--- config.mk ---
export PLATFORM = sky130hd
export DESIGN_NAME = uart_rx
export DESIGN_NICKNAME = d
export VERILOG_FILES = /design/src/rtl/uart_rx.sv
export SDC_FILE = /design/constraint.sdc
export NUM_CORES = 1
export LEC_CHECK = 0
export CORE_UTILIZATION = 50
export DETAILED_ROUTE_END_ITERATION = 16
export HOLD_SLACK_MARGIN = 0.05
export PLACE_DENSITY_LB_ADDON = 0.05
export SYNTH_ARGS = -nofsm -noshare
export SYNTH_HDL_FRONTEND = slang
export SYNTH_SLANG_ARGS = --single-unit
--- constraint.sdc ---
create_clock -name i_Clock -period 4.4 [get_ports i_Clock]
set_input_delay 0.44 -clock i_Clock [delete_from_list [all_inputs] [get_ports i_Clock]]
set_output_delay 0.44 -clock i_Clock [all_outputs]
set_load 0.01 [all_outputs]
--- src/rtl/uart_rx.sv ---
// ---------------------------------------------------------------------------
// uart_rx_pkg / uart_rx
//
// Purpose: 8N1 UART receiver. The serial input is brought into the clock
// domain with a two-flop synchronizer. A five-state FSM then finds the
// falling edge of the start bit and re-checks the line at mid-bit. Each data
// bit (LSB first) is sampled one full bit period after the previous sample,
// and the stop bit is checked the same way.
//
// Ports:
//   i_Clock         system clock, all state changes on its rising edge
//   i_Rst_n         asynchronous active-low reset
//   i_Rx_Serial     asynchronous serial line, idle high
//   o_Rx_DV         one-cycle strobe: o_Rx_Byte carries a new byte
//   o_Rx_Byte       last correctly framed byte, held between strobes
//   o_Rx_Frame_Err  one-cycle strobe: stop bit was sampled low
//   o_Rx_Active     high while in START_BIT, DATA_BITS or STOP_BIT
//
// Output handshake: o_Rx_DV is a valid-only strobe with no ready. It is high
// for exactly one cycle per good frame, and o_Rx_Byte is stable from that
// cycle until the next strobe. The consumer must take the byte whenever
// o_Rx_DV is high, because there is no back-pressure. o_Rx_Frame_Err follows
// the same one-cycle rule, and the two strobes are mutually exclusive.
// ---------------------------------------------------------------------------
package uart_rx_pkg;
  typedef enum logic [2:0] {
    IDLE      = 3'd0,
    START_BIT = 3'd1,
    DATA_BITS = 3'd2,
    STOP_BIT  = 3'd3,
    CLEANUP   = 3'd4
  } state_t;
endpackage

module uart_rx
  import uart_rx_pkg::*;
#(
  parameter int CLKS_PER_BIT = 87
) (
  input  logic       i_Clock,
  input  logic       i_Rst_n,
  input  logic       i_Rx_Serial,
  output logic       o_Rx_DV,
  output logic [7:0] o_Rx_Byte,
  output logic       o_Rx_Frame_Err,
  output logic       o_Rx_Active
);

  localparam int            CW       = $clog2(CLKS_PER_BIT);
  localparam logic [CW-1:0] CNT_LAST = CW'(CLKS_PER_BIT - 1);
  // Start bit is re-checked at its middle so that every later sample
  // falls near the middle of its bit as well.
  localparam logic [CW-1:0] CNT_HALF = CW'((CLKS_PER_BIT - 1) / 2);
  localparam logic [CW-1:0] CNT_ONE  = CW'(1);

  // Synchronizer flops reset to the idle level, so releasing reset can
  // never look like a start-bit edge.
  logic rx_meta_q, rx_meta_d;
  logic rx_s_q, rx_s_d;
  logic rx_s;

  state_t        state_q, state_d;
  logic [CW-1:0] cnt_q, cnt_d;
  logic [2:0]    bit_idx_q, bit_idx_d;
  logic [7:0]    shift_q, shift_d;
  logic [7:0]    byte_q, byte_d;
  logic          dv_q, dv_d;
  logic          ferr_q, ferr_d;

  always_comb begin
    rx_meta_d = i_Rx_Serial;
    rx_s_d    = rx_meta_q;
  end

  assign rx_s = rx_s_q;

  always_ff @(posedge i_Clock or negedge i_Rst_n) begin
    if (!i_Rst_n) begin
      rx_meta_q <= 1'b1;
      rx_s_q    <= 1'b1;
      state_q   <= IDLE;
      cnt_q     <= '0;
      bit_idx_q <= 3'd0;
      shift_q   <= 8'h00;
      byte_q    <= 8'h00;
      dv_q      <= 1'b0;
      ferr_q    <= 1'b0;
    end else begin
      rx_meta_q <= rx_meta_d;
      rx_s_q    <= rx_s_d;
      state_q   <= state_d;
      cnt_q     <= cnt_d;
      bit_idx_q <= bit_idx_d;
      shift_q   <= shift_d;
      byte_q    <= byte_d;
      dv_q      <= dv_d;
      ferr_q    <= ferr_d;
    end
  end

  always_comb begin
    state_d   = state_q;
    cnt_d     = cnt_q;
    bit_idx_d = bit_idx_q;
    shift_d   = shift_q;
    byte_d    = byte_q;
    dv_d      = 1'b0;
    ferr_d    = 1'b0;

    case (state_q)
      IDLE: begin
        cnt_d     = '0;
        bit_idx_d = 3'd0;
        if (!rx_s) state_d = START_BIT;
      end

      START_BIT: begin
        if (cnt_q == CNT_HALF) begin
          cnt_d = '0;
          // Line back high at mid-bit means a glitch, so drop it silently.
          state_d = rx_s ? IDLE : DATA_BITS;
        end else begin
          cnt_d = cnt_q + CNT_ONE;
        end
      end

      DATA_BITS: begin
        if (cnt_q == CNT_LAST) begin
          cnt_d            = '0;
          shift_d[bit_idx_q] = rx_s;
          if (bit_idx_q == 3'd7) begin
            bit_idx_d = 3'd0;
            state_d   = STOP_BIT;
          end else begin
            bit_idx_d = bit_idx_q + 3'd1;
          end
        end else begin
          cnt_d = cnt_q + CNT_ONE;
        end
      end

      STOP_BIT: begin
        if (cnt_q == CNT_LAST) begin
          cnt_d   = '0;
          state_d = CLEANUP;
          if (rx_s) begin
            byte_d = shift_q;
            dv_d   = 1'b1;
          end else begin
            ferr_d = 1'b1;
          end
        end else begin
          cnt_d = cnt_q + CNT_ONE;
        end
      end

      CLEANUP: begin
        // Wait for the line to go high again. A held-low line (break)
        // then gives one error pulse and cannot start a new frame.
        cnt_d = '0;
        if (rx_s) state_d = IDLE;
      end

      default: begin
        state_d = IDLE;
        cnt_d   = '0;
      end
    endcase
  end

  assign o_Rx_DV        = dv_q;
  assign o_Rx_Byte      = byte_q;
  assign o_Rx_Frame_Err = ferr_q;
  assign o_Rx_Active    = (state_q == START_BIT) ||
                          (state_q == DATA_BITS) ||
                          (state_q == STOP_BIT);

endmodule
==> impl_metrics.env <==
export IMPL_first_global_vias=993
export IMPL_grtUsageTotal_pct=18.8
export IMPL_grt_pass1_wl_mm=4.66
export IMPL_ys_ff_latch=33
export IMPL_syn_nets=140
export IMPL_die_y_um=57.9
export IMPL_violations="DRC"
export IMPL_final_hold_viol_count=0
export IMPL_fin_crit_sh_pct=59.0
export IMPL_grt_max_degree=34
export IMPL_endpoint="o_Rx_Byte[0]$_DFFE_PN0P_"
export IMPL_critPathArrivalTime_ps=2820
export IMPL_finish_utilization_pct=63.0
export IMPL_synthFlopType="dfrtp_1"
export IMPL_crit_start="cnt_q[0]$_DFF_PN0_"
export IMPL_synth_top_family_by_area="simple AND/OR/NAND/NOR gates"
export IMPL_drive_gt1_share_pct=19.6
export IMPL_fin_cells=179
export IMPL_clk_latency_ps=340
export IMPL_post_route_drc_count=1
export IMPL_antenna_found_initial=0
export IMPL_place_congestion=0.758
export IMPL_irDropWorstVdd_uv=227
export IMPL_synthToLayoutAreaGrowth_pct=15.1
export IMPL_avgSynthCellArea_um2=11.7
export IMPL_final_area_um2=1800
export IMPL_hold_class="reg -> reg"
export IMPL_wl_per_cell_um=14.9
export IMPL_r2r_start="cnt_q[0]$_DFF_PN0_"
export IMPL_worst_slew_pin_slew_ps=907
export IMPL_cts_clk_slew_worst_paths_ps=100
export IMPL_worst_setup_path_end_kind="flop"
export IMPL_max_freq_ghz=0.385
export IMPL_tns_ps=0
export IMPL_hold_ws_ps=363
export IMPL_synth_compound_area_share_pct=5.21
export IMPL_numCtsBuffers=5
export IMPL_rows=19
export IMPL_p_leak_nw=0.805
export IMPL_port_buffers=13
export IMPL_reg2regPathDepth=6
export IMPL_synthAdderAreaFrac_pct=3.21
export IMPL_synth_mux_area_share_pct=14.1
export IMPL_post_place_ws_ps=1800
export IMPL_async_reset_ff_share_pct=100
export IMPL_post_cts_buffers=0
export IMPL_cp_required_ps=4620
export IMPL_fin_skew_ps=13.6
export IMPL_root_buffer="clkbuf_4"
export IMPL_setup_viol=0
export IMPL_status="complete, but fails checks"
export IMPL_vias=1032
export IMPL_r2r_end="o_Rx_Byte[0]$_DFFE_PN0P_"
export IMPL_maxCapViolations=0
export IMPL_dp_hpwl_mm=1.86
export IMPL_grt_overflow=0
export IMPL_core_area_um2=2850
export IMPL_start_kind="flop"
export IMPL_synth_simple_gate_area_share_pct=17.9
export IMPL_slew_violations=0
export IMPL_final_common_cell="dfrtp_1"
export IMPL_htree_levels=2
export IMPL_slew_limit_headroom_pct=39.1
export IMPL_via_per_inst=5.77
export IMPL_synth_xor_area_share_pct=2.80
export IMPL_ff2ff_setup_slack_ps=1800
export IMPL_drt_total_wl_mm=2.67
export IMPL_power_uw=635
export IMPL_placed_cell_area_um2=1700
export IMPL_ys_warn_count=0
export IMPL_clockBufferDepth=2
export IMPL_final_cell_mix="dfrtp_1 (31), clkdlybuf4s50_1 (13), nand2_1 (11)"
export IMPL_syn_inst=133
export IMPL_drt_initial_drc_count=29
export IMPL_crit_path_max_fanout=19
export IMPL_start_util_pct=54.7
export IMPL_yosysSeqAreaShare_pct=53.0
export IMPL_cts_resized=0
export IMPL_io_pins=14
export IMPL_die_x_um=57.9
export IMPL_setup_slack_ps=1800
export IMPL_fin_crit_ps=2600
export IMPL_cts_tree="yes"
export IMPL_nets=154
export IMPL_clock_sinks=33
export IMPL_die_area_um2=3350
export IMPL_hold_buffers=0
export IMPL_power_density_nw_per_um2=353
export IMPL_worstSetupPathType="reg -> reg"
export IMPL_netlist_area_um2=1560
export IMPL_synth_cell_types=34
export IMPL_rsz0062_at_grt="no"
export IMPL_synth_enable_flop_cells=0
export IMPL_place_inst=171
export IMPL_dr_pass1_iters=12
export IMPL_fillCellCount=250
export IMPL_diodes=0
export IMPL_ant_nets=0
[cell families after synthesis]
| group | Yosys count |
|---|---|
| AO/OA/AOI/OAI | 11 |
| XOR/XNOR | 5 |
| adder cells (fa/ha/maj) | 4 |
| buffers and inverters | 11 |
| flip-flops | 33 |
| multiplexers | 17 |
| AND/OR/NAND/NOR | 52 |
[where the power goes]
part / switching [mW] / internal [mW] / total, mW / leakage, nW
Clock: 0.103 / 0.176 / 0.279 / 0.0552
Sequential: 0.0117 / 0.310 / 0.322 / 0.445
Combinational: 0.0204 / 0.0132 / 0.0336 / 0.305
Total: 0.135 / 0.499 / 0.635 / 0.805
[flip-flops by register name, summed over array words and instances (netlist names)]
name / flops
bit_idx_q: 3
cnt_q: 7
o_Rx_Byte: 8
o_Rx_DV: 1
o_Rx_Frame_Err: 1
rx_meta_q: 1
rx_s: 1
shift_q: 8
state_q: 3
[cell type report]
| class | count | area, µm² | share of cell area, % |
|---|---|---|---|
| Inverter | 4 | 15.0 | 0.835 |
| Clock inverter | 3 | 65.1 | 3.62 |
| Sequential cell | 33 | 828 | 46.1 |
| Multi-Input combinational cell | 89 | 676 | 37.6 |
| Tap cell | 31 | 38.8 | 2.16 |
| Clock buffer | 5 | 37.5 | 2.09 |
| Timing Repair Buffer | 14 | 138 | 7.65 |
[metal layers]
| layer | vias to the layer above | GRT usage, % | wire, µm |
|---|---|---|---|
| li1 | 499 | - | - |
| met5 | - | 0 | 0 |
| met3 | 7 | 4.91 | 138 |
| met2 | 29 | 27.4 | 1230 |
| met4 | 0 | 11.2 | 62 |
| met1 | 497 | 25.2 | 1240 |
[how the worst min path moves through the flow]
stage / start / endpoint / slack (ps) / cells past startpoint
after detailed placement: rx_meta_q$_DFF_PN1_ / rx_s$_DFF_PN1_ / 350 / 0
after floorplan: i_Rst_n / bit_idx_q[0]$_DFFE_PN0P_ / 140 / 0
final: rx_meta_q$_DFF_PN1_ / rx_s$_DFF_PN1_ / 360 / 0
after global placement: rx_meta_q$_DFF_PN1_ / rx_s$_DFF_PN1_ / 350 / 0
after global routing: rx_meta_q$_DFF_PN1_ / rx_s$_DFF_PN1_ / 370 / 0
after CTS: rx_meta_q$_DFF_PN1_ / rx_s$_DFF_PN1_ / 360 / 0
[cells in the mapped netlist (3+ instances only)]
| cell type | instances | area share, % |
|---|---|---|
| ha_1 | 4 | 3.2 |
| nor2b_1 | 3 | 1.2 |
| mux2_2 | 8 | 5.8 |
| nor3_1 | 10 | 3.2 |
| dfrtp_1 | 31 | 50 |
| nand3_1 | 10 | 3.2 |
| nor2_1 | 6 | 1.4 |
| mux2_4 | 8 | 7.7 |
| clkbuf_1 | 3 | 0.72 |
| nand4_1 | 5 | 2.0 |
| xnor2_1 | 3 | 1.7 |
| nand2_1 | 11 | 2.6 |
| inv_1 | 4 | 0.96 |
[critical path, cell delays in order (launching register included)]
cell	delay, ps
dfrtp_1	440
inv_1	70
ha_1	140
nand2_1	70
nor4_4	760
and4_1	650
mux2_4	340
No activity file was read; power rests on OpenSTA's default activity.
